`config.mk`:
```
export PLATFORM = sky130hd
export DESIGN_NAME = buf_id_pool
export DESIGN_NICKNAME = d
export VERILOG_FILES = /design/src/rtl/buf_id_pool_pkg.sv /design/src/rtl/buf_id_pool_id_free_fifo.sv /design/src/rtl/buf_id_pool.sv
export SDC_FILE = /design/constraint.sdc
export NUM_CORES = 1
export LEC_CHECK = 0
export ABC_AREA = 0
export CAP_MARGIN = 25
export CORE_UTILIZATION = 50
export CTS_CLUSTER_SIZE = 10
export DETAILED_ROUTE_END_ITERATION = 6
export HOLD_SLACK_MARGIN = 0.06
export PLACE_DENSITY = 0.64
export SLEW_MARGIN = 40
export SYNTH_ARGS = -nofsm -noshare
export SYNTH_HDL_FRONTEND = slang
export SYNTH_SLANG_ARGS = --single-unit
```
`constraint.sdc`:
```
create_clock -name clk -period 5.9 [get_ports clk]
set_clock_uncertainty 0.1 [all_clocks]
set_input_delay 1.18 -clock clk [delete_from_list [all_inputs] [get_ports clk]]
set_output_delay 1.18 -clock clk [all_outputs]
set_load 0.01 [all_outputs]
```
`src/rtl/buf_id_pool_pkg.sv`:
```
// Shared defaults and FSM encoding for the buffer-ID pool.
package buf_id_pool_pkg;

  localparam int DEF_ID_W      = 4;
  localparam int DEF_BLK_SHIFT = 7;
  localparam int DEF_FAN_W     = 3;
  localparam int DEF_LOW_WM    = 2;

  typedef enum logic {
    ST_INIT = 1'b0,
    ST_RUN  = 1'b1
  } pool_state_t;

endpackage

```
`src/rtl/buf_id_pool_id_free_fifo.sv`:
```
// Show-ahead sync FIFO holding free IDs; rd_dat is the head while !empty.
// Simultaneous rd/wr keeps data_count; caller must not read when empty or write when full.
module id_free_fifo #(
  parameter int DEPTH_W = 4,
  parameter int DAT_W   = 4
) (
  input  logic               clk,
  input  logic               rst_n,
  input  logic               wr_en,
  input  logic [DAT_W-1:0]   wr_dat,
  input  logic               rd_en,
  output logic [DAT_W-1:0]   rd_dat,
  output logic [DEPTH_W:0]   data_count,
  output logic               empty,
  output logic               full
);

  localparam int DEPTH = 2**DEPTH_W;

  logic [DAT_W-1:0]   mem [DEPTH];
  logic [DEPTH_W-1:0] wr_ptr;
  logic [DEPTH_W-1:0] rd_ptr;
  logic               rd_fire;

  assign empty   = (data_count == '0);
  assign full    = data_count[DEPTH_W];
  assign rd_dat  = mem[rd_ptr];
  assign rd_fire = rd_en && !empty;

  always_ff @(posedge clk) begin
    if (wr_en) mem[wr_ptr] <= wr_dat;
  end

  always_ff @(posedge clk or negedge rst_n) begin
    if (!rst_n) begin
      wr_ptr     <= '0;
      rd_ptr     <= '0;
      data_count <= '0;
    end else begin
      if (wr_en)   wr_ptr <= wr_ptr + DEPTH_W'(1);
      if (rd_fire) rd_ptr <= rd_ptr + DEPTH_W'(1);
      case ({wr_en, rd_fire})
        2'b10:   data_count <= data_count + (DEPTH_W+1)'(1);
        2'b01:   data_count <= data_count - (DEPTH_W+1)'(1);
        default: data_count <= data_count;
      endcase
    end
  end

endmodule

```
`src/rtl/buf_id_pool.sv`:
```
// Free-list manager for cache buffer blocks with per-ID multicast reference counts.
// Alloc is valid/ready from the FIFO head; a final release reaches the list one cycle later.
module buf_id_pool
  import buf_id_pool_pkg::*;
#(
  parameter int ID_W      = DEF_ID_W,
  parameter int BLK_SHIFT = DEF_BLK_SHIFT,
  parameter int FAN_W     = DEF_FAN_W,
  parameter int LOW_WM    = DEF_LOW_WM
) (
  input  logic                   clk,
  input  logic                   rst_n,
  output logic                   alloc_valid,
  input  logic                   alloc_ready,
  output logic [ID_W-1:0]        alloc_id,
  output logic [ID_W+BLK_SHIFT-1:0] alloc_addr,
  input  logic [FAN_W-1:0]       alloc_fanout,
  input  logic                   release_valid,
  output logic                   release_ready,
  input  logic [ID_W-1:0]        release_id,
  output logic [ID_W:0]          free_cnt,
  output logic                   init_done,
  output logic                   low_wm,
  output logic                   err_pulse
);

  localparam int NUM_IDS = 2**ID_W;
  localparam logic [ID_W:0] LOW_WM_V = (ID_W+1)'(LOW_WM);

  pool_state_t        state;
  logic [ID_W-1:0]    init_cnt;
  logic               alloc_en;
  logic [FAN_W-1:0]   refcnt [NUM_IDS];
  logic               push_vld;
  logic [ID_W-1:0]    push_id;

  logic               fifo_wr;
  logic [ID_W-1:0]    fifo_wdat;
  logic [ID_W-1:0]    fifo_rdat;
  logic [ID_W:0]      fifo_cnt;
  logic               fifo_empty;
  logic               fifo_full;

  logic               pop;
  logic               rel_acc;
  logic [FAN_W-1:0]   rel_cnt;
  logic [FAN_W-1:0]   fan_eff;

  assign alloc_valid   = alloc_en && !fifo_empty;
  assign pop           = alloc_valid && alloc_ready;
  assign alloc_id      = alloc_valid ? fifo_rdat : '0;
  assign alloc_addr    = {alloc_id, {BLK_SHIFT{1'b0}}};
  assign release_ready = init_done;
  assign rel_acc       = release_valid && release_ready;
  assign rel_cnt       = refcnt[release_id];
  assign fan_eff       = (alloc_fanout == '0) ? FAN_W'(1) : alloc_fanout;
  assign free_cnt      = fifo_cnt;
  assign low_wm        = init_done && (fifo_cnt <= LOW_WM_V);

  // INIT and release pushes never overlap: release_ready stays low until RUN.
  assign fifo_wr   = (state == ST_INIT) || push_vld;
  assign fifo_wdat = (state == ST_INIT) ? init_cnt : push_id;

  id_free_fifo #(
    .DEPTH_W (ID_W),
    .DAT_W   (ID_W)
  ) u_free_fifo (
    .clk        (clk),
    .rst_n      (rst_n),
    .wr_en      (fifo_wr),
    .wr_dat     (fifo_wdat),
    .rd_en      (pop),
    .rd_dat     (fifo_rdat),
    .data_count (fifo_cnt),
    .empty      (fifo_empty),
    .full       (fifo_full)
  );

  always_ff @(posedge clk or negedge rst_n) begin
    if (!rst_n) begin
      state     <= ST_INIT;
      init_cnt  <= '0;
      init_done <= 1'b0;
      alloc_en  <= 1'b0;
    end else begin
      case (state)
        ST_INIT: begin
          init_cnt <= init_cnt + ID_W'(1);
          if (&init_cnt) state <= ST_RUN;
        end
        ST_RUN: begin
          init_done <= 1'b1;
          alloc_en  <= init_done;
        end
        default: state <= ST_INIT;
      endcase
    end
  end

  // A popped ID always has refcnt 0, so a same-cycle release of it is the error case
  // and never writes; the pop write below therefore cannot collide with a release write.
  always_ff @(posedge clk or negedge rst_n) begin
    if (!rst_n) begin
      for (int i = 0; i < NUM_IDS; i++) refcnt[i] <= '0;
      push_vld  <= 1'b0;
      push_id   <= '0;
      err_pulse <= 1'b0;
    end else begin
      push_vld  <= 1'b0;
      err_pulse <= 1'b0;
      if (rel_acc) begin
        if (rel_cnt == '0) begin
          err_pulse <= 1'b1;
        end else if (rel_cnt == FAN_W'(1)) begin
          refcnt[release_id] <= '0;
          push_vld           <= 1'b1;
          push_id            <= release_id;
        end else begin
          refcnt[release_id] <= rel_cnt - FAN_W'(1);
        end
      end
      if (pop) refcnt[fifo_rdat] <= fan_eff;
    end
  end

  a_no_overflow: assert property (@(posedge clk) disable iff (!rst_n) !(fifo_wr && fifo_full));

endmodule

```
==> run summary, run 1 <==
### Synthesis
* 511 — Syn Inst Count
* 7080 um^2 — Post-Syn Area
* 64 — number of enable flip-flop cells after synthesis
* 0 — YS warnings
* 53.6% — async set or reset register ratio after synthesis
* 27.1% — post-synth top area share
* 53.3% — sequential area share after synthesis
* 138 — flops & latches, synth
* sky130_fd_sc_hd__dfrtp_1 — ys flop type
* 13.9 um^2 — Mapped Avg Cell Area
* sky130_fd_sc_hd__edfxtp_1 — largest area contributor in the netlist
* 52 — distinct cell type count of the synthesized netlist
* sky130_fd_sc_hd__edfxtp_1, sky130_fd_sc_hd__dfrtp_1, sky130_fd_sc_hd__mux4_2 — top cells by area in the synthesized netlist

### Floorplanning
* 121 um — die width
* 13,800 um^2 — area of the core
* 121 um — die height
* 36 — count of pins on the block boundary
* 14,600 um^2 — total die area
* 51.2% — Initial Util
* 43 — standard-cell rows

### Critical path
* 5 — path depth of the worst reg2reg path
* in2reg — critical path class
* clkdlybuf4s50_1 -> mux4_2 -> mux2i_1 -> mux2_2 -> ha_1 -> ha_1 -> nor4bb_1 -> nand2_1 -> nor3_1 -> mux2_2 -> mux2_4 — sequence of cells on the critical path
* 2330 ps — r2r setup slk
* register — Worst Setup End Kind
* 700 ps — slowest stage delay, CP
* 18 — Max FO, Critical Path
* multiplexers — critical path's top delay family
* primary input — type of origin of the critical path
* sky130_fd_sc_hd__clkdlybuf4s50_1 — cell type of the slowest stage on the worst timing path
* 6110 ps — required arrival time at the worst endpoint
* 1 — number of buffers and inverters on the critical path
* refcnt[10] — end of the worst register-to-register path
* u_free_fifo.rd_ptr[0] — startpoint of the worst register-to-register path
* 5090 ps — arrival time of data at the critical path endpoint

### Final layout
* 13.8% — area growth from synthesis to final layout
* 0 — antenna fix cells
* 8060 um^2 — fin area
* 557 — Final nets
* 25.5% — ratio of cells with drive above 1 in the final layout

### Min path
* 1 — worst hold path stage count
* reg2reg — min-delay worst type
* push_id[3] — endpoint with the worst hold slack
* push_id[3] — hold path startpoint

### Clock tree
* 17 — TritonCTS Buffers
* 4 — H-Tree Level Count
* sky130_fd_sc_hd__clkbuf_16 — clock root buffer
* 2 — Clock Path Buffers
* 0 — Post CTS Setup Buffer Count
* yes — CTS tree
* 430 ps — clock latency on the worst-skew pair
* 138 — # clock sinks
* 60 ps — Clk pin slew, worst setup/hold paths
* 0 — count of instances resized after the clock tree is built
* 0 — post-cts hold buffer count

### Pwr
* 532 nW/um^2 — Power Dens Cells
* 285 uV — IR drop worst, VDD
* 3.12 nW — Leak
* 0.00428 W — Final Power

### Placed design
* 0.886 — placer congestion estimate
* 10.6 mm — HPWL after detailed placement
* 7470 um^2 — Cell Area, Placed
* 28 — IO Port Bufs

### STA
* 0.205 GHz — achievable frequency
* 82.6% — Tcrit/Tclk final
* 44.3% — Slew headroom
* 0 — number of setup violations in the final report
* 0 — Hold Violations, Final
* 0 — number of pins with negative max-slew slack in the final report
* 829 ps — pin slew with the least headroom to its limit
* false — RSZ-0062 raised after global routing
* 0 ps — Total Negative Setup Slacks
* 4870 ps — final critical-path required period

### Job
* 0 — count of max-cap constraint violations

### GRT
* 4,368 — via count of the first global-routing pass
* 23.4% — aggregate global-route resource usage
* 0 — global route overflow
* 0 — initial antenna violation count
* 24.6 mm — first-pass GRT wire length
* 75 — maximum number of pins on one net before global-route repair

### Detailed routing
* 5 — drt first pass iters
* 21.4 um — average detailed-routed wire length per instance
* 0 — DRT antenna net count
* 5.78 — vias per inst
* 15.5 mm — Total Wirelength
* 277 — Starting DRT DRC Count
* 4,195 — total via count in the routed design
* 0 — final routed DRC violation total

### Run status
* completed — status

-- metal layers --
metal | track usage [%] | part of all wire [%]
met5 | 0 | 0
met2 | 39.2 | 52
met1 | 29.0 | 42
met3 | 5.78 | 4.6
met4 | 9.57 | 2.2
-- report_power, final --
group / internal, W / switching [W] / leakage (nW)
Combinational: 0.000858 / 0.000855 / 1.35
Clock: 0.000625 / 0.000415 / 0.278
Sequential: 0.00130 / 0.000227 / 1.49
Total: 0.00279 / 0.00150 / 3.12
-- cell usage after synthesis (13+ instances only) --
library cell               count
sky130_fd_sc_hd__nand2_1      23
sky130_fd_sc_hd__a31oi_1      16
sky130_fd_sc_hd__dfrtp_1      74
sky130_fd_sc_hd__mux2_1       22
sky130_fd_sc_hd__mux2_2       51
sky130_fd_sc_hd__mux4_2       32
sky130_fd_sc_hd__clkbuf_1     19
sky130_fd_sc_hd__ha_1         13
sky130_fd_sc_hd__nor2_1       34
sky130_fd_sc_hd__edfxtp_1     64
sky130_fd_sc_hd__buf_4        13
sky130_fd_sc_hd__nor2b_1      14
sky130_fd_sc_hd__mux2i_1      20
-- cell type report --
class | instances | area [um^2]
flip-flops and latches | 138 | 3770
inverters | 11 | 41.3
multi-input cells | 327 | 3080
fillers | 1093 | 5770
well taps | 180 | 225
clock buffers | 19 | 433
repair buffers | 38 | 360
clock inverters | 13 | 146
-- cell usage in the layout (no fill, tap or decap), types with 16 or more instances in the layout --
cell type	n
sky130_fd_sc_hd__nand2_1	23
sky130_fd_sc_hd__clkdlybuf4s50_1	27
sky130_fd_sc_hd__dfrtp_1	73
sky130_fd_sc_hd__mux2i_1	20
sky130_fd_sc_hd__mux4_2	32
sky130_fd_sc_hd__nor2_1	33
sky130_fd_sc_hd__mux2_2	51
sky130_fd_sc_hd__mux2_1	22
sky130_fd_sc_hd__a31oi_1	16
sky130_fd_sc_hd__clkbuf_16	17
sky130_fd_sc_hd__edfxtp_1	64
-- per-stage QoR --
| step | hold slack (ps) | setup slack [ps] | instances | utilization [%] |
|---|---|---|---|---|
| after floorplan | 363 | 1310 | 517 | - |
| after global placement | 388 | 595 | 693 | 53.9 |
| after detailed placement | 389 | 537 | 693 | 54.0 |
| after CTS | 411 | 1030 | 725 | 58.2 |
| after global routing | 430 | 829 | 726 | 58.3 |
| final | 413 | 1030 | 726 | 58.3 |
-- registers in the layout, summed over array words and instances (netlist names), 4 cells and up --
name / flops
init_cnt: 4
push_id: 4
refcnt: 48
u_free_fifo.data_count: 5
u_free_fifo.mem: 64
u_free_fifo.rd_ptr: 4
u_free_fifo.wr_ptr: 4
-- logic make-up (layout without fill, tap and decap cells) --
group           after synthesis  after routing  share of synthesized area, %
buf+inv                      52             81                          3.71
fa+ha+maj                    13             13                          2.30
xor+xnor                     15             15                          1.85
mux                         129            129                          25.5
simple gates                115            115                          8.62
compound gates               48             48                          4.75
flops                       138            138                          53.3
other cells                   1              7                        0.0529
-- how the worst max path moves through the flow --
stage / from / to / slack [ps] / cells past startpoint
floorplan: release_id[0] / refcnt[43] / 1310 / 12
detailed placement: release_id[1] / refcnt[44] / 540 / 11
global route: release_id[1] / refcnt[43] / 830 / 11
finish: release_id[1] / refcnt[43] / 1030 / 11
global placement: release_id[1] / refcnt[44] / 600 / 11
CTS: release_id[1] / refcnt[43] / 1030 / 11
Power figures use the tool's default switching activity.
==> run 2, diff against run 1 <==
clock period = 4.8 ns   (was 5.9 ns; I/O delays follow)
==> run summary, run 2 (same netlist as run 1, synthesis figures left out) <==
### Clock tree
* 0 — Post CTS Setup Buffer Count
* 420 ps — clock latency on the worst-skew pair
* 138 — # clock sinks
* yes — CTS tree
* 0 — count of instances resized after the clock tree is built
* 17 — TritonCTS Buffers
* 4 — H-Tree Level Count
* 60 ps — Clk pin slew, worst setup/hold paths
* 2 — Clock Path Buffers
* sky130_fd_sc_hd__clkbuf_16 — clock root buffer
* 0 — post-cts hold buffer count

### GRT
* 0 — initial antenna violation count
* 75 — maximum number of pins on one net before global-route repair
* 0 — global route overflow
* 25.0 mm — first-pass GRT wire length
* 23.5% — aggregate global-route resource usage
* 4,352 — via count of the first global-routing pass

### Detailed routing
* 4 — drt first pass iters
* 5.85 — vias per inst
* 15.8 mm — Total Wirelength
* 4,288 — total via count in the routed design
* 0 — final routed DRC violation total
* 385 — Starting DRT DRC Count
* 21.5 um — average detailed-routed wire length per instance
* 0 — DRT antenna net count

### Floorplanning
* 14,600 um^2 — total die area
* 36 — count of pins on the block boundary
* 51.2% — Initial Util
* 121 um — die width
* 43 — standard-cell rows
* 13,800 um^2 — area of the core
* 121 um — die height

### Job
* 0 — count of max-cap constraint violations

### Critical path
* 5 — path depth of the worst reg2reg path
* release_id[3] — beginning of the critical path
* refcnt[44] — capturing element of the worst setup path
* in2reg — critical path class
* refcnt[11] — end of the worst register-to-register path
* u_free_fifo.rd_ptr[2] — startpoint of the worst register-to-register path
* 4610 ps — arrival time of data at the critical path endpoint
* 5010 ps — required arrival time at the worst endpoint
* 1220 ps — r2r setup slk
* register — Worst Setup End Kind
* primary input — type of origin of the critical path
* 8 — Max FO, Critical Path

### Final layout
* u_free_fifo.mem x64, refcnt x48, u_free_fifo.data_count x5 — largest registers
* 26.0% — ratio of cells with drive above 1 in the final layout
* sky130_fd_sc_hd__dfrtp_1, sky130_fd_sc_hd__edfxtp_1, sky130_fd_sc_hd__mux2_2 — most used cells in the layout excluding fill and tap cells
* 64 — flip-flop count of the largest register after layout
* 564 — Final nets
* 14.7% — area growth from synthesis to final layout
* sky130_fd_sc_hd__dfrtp_1 — most common library cell in the layout ignoring fill and taps
* 0 — antenna fix cells
* u_free_fifo.mem — register with the most flip-flops
* 1,039 — number of filler instances in the final layout

### Pwr
* 654 nW/um^2 — Power Dens Cells
* 3.16 nW — Leak
* 357 uV — IR drop worst, VDD
* 0.00531 W — Final Power

### Run status
* completed — status

### STA
* 91.8% — Tcrit/Tclk final
* 835 ps — pin slew with the least headroom to its limit
* 0 — number of pins with negative max-slew slack in the final report
* 0 — Hold Violations, Final
* false — RSZ-0062 raised after global routing
* 0 — number of setup violations in the final report
* 43.9% — Slew headroom
* 0 ps — Total Negative Setup Slacks
* 0.227 GHz — achievable frequency
* 4410 ps — final critical-path required period

### Min path
* 1 — worst hold path stage count
* reg2reg — min-delay worst type

### Placed design
* 0.895 — placer congestion estimate
* 28 — IO Port Bufs
* 10.6 mm — HPWL after detailed placement

[run 2: cell count changes in the layout (fill, tap and decap cells not counted), sizes merged]
cell | previous run | this run
buf | 11 | 18
clkinvlp | 2 | 3
clkinv | 7 | 5
inv | 13 | 14
[run 2: metal layers]
layer	share of wire [%]	vias to the layer above	GRT usage, %
met5	0	-	0
met4	2.3	0	8.87
met3	3.3	31	5.69
met2	49	89	38.0
met1	45	2206	30.8
li1	-	1962	-
[run 2: layout make-up]
cell class	count	area, um^2	area share [%]
Timing Repair Buffer	45	422	5.19
Multi-Input combinational cell	327	3080	37.9
Sequential cell	138	3770	46.5
Clock inverter	13	144	1.77
Tap cell	180	225	2.77
Clock buffer	19	443	5.45
Inverter	11	41.3	0.508
[run 2: how the worst min path moves through the flow]
stage / from / to / slack, ps
2_1_floorplan: init_cnt[3] / init_cnt[3] / 360
3_3_place_gp: init_cnt[3] / init_cnt[3] / 390
3_5_place_dp: push_id[3] / push_id[3] / 390
4_1_cts: push_id[0] / push_id[0] / 410
5_1_grt: init_cnt[3] / init_cnt[3] / 420
6_report: init_cnt[3] / init_cnt[3] / 400
[run 2: power by group]
group | leakage, nW | switching [W] | total [W] | internal, W
clock network | 0.278 | 0.000507 | 0.00129 | 0.000782
registers | 1.49 | 0.000254 | 0.00186 | 0.00160
logic | 1.39 | 0.00109 | 0.00217 | 0.00108
total | 3.16 | 0.00185 | 0.00531 | 0.00346
[run 2: metrics by stage]
step	setup WS (ps)	instance area, um^2	hold slack, ps	instances	util [%]
after floorplan	434	7110	363	517	-
after global placement	87.1	7530	392	701	54.4
after detailed placement	-24.3	7540	390	701	54.5
after CTS	421	8120	410	733	58.8
after global routing	150	8120	424	733	58.8
final	391	8120	405	733	58.8
[run 2: worst max-delay path: stages]
cell	delay, ps
sky130_fd_sc_hd__clkdlybuf4s50_1	710
sky130_fd_sc_hd__mux4_2	290
sky130_fd_sc_hd__mux2i_1	90
sky130_fd_sc_hd__mux2_2	290
sky130_fd_sc_hd__ha_1	200
sky130_fd_sc_hd__ha_1	260
sky130_fd_sc_hd__nor4bb_1	370
sky130_fd_sc_hd__nand2_1	350
sky130_fd_sc_hd__nor3_1	450
sky130_fd_sc_hd__mux2_2	390
sky130_fd_sc_hd__mux2_4	250
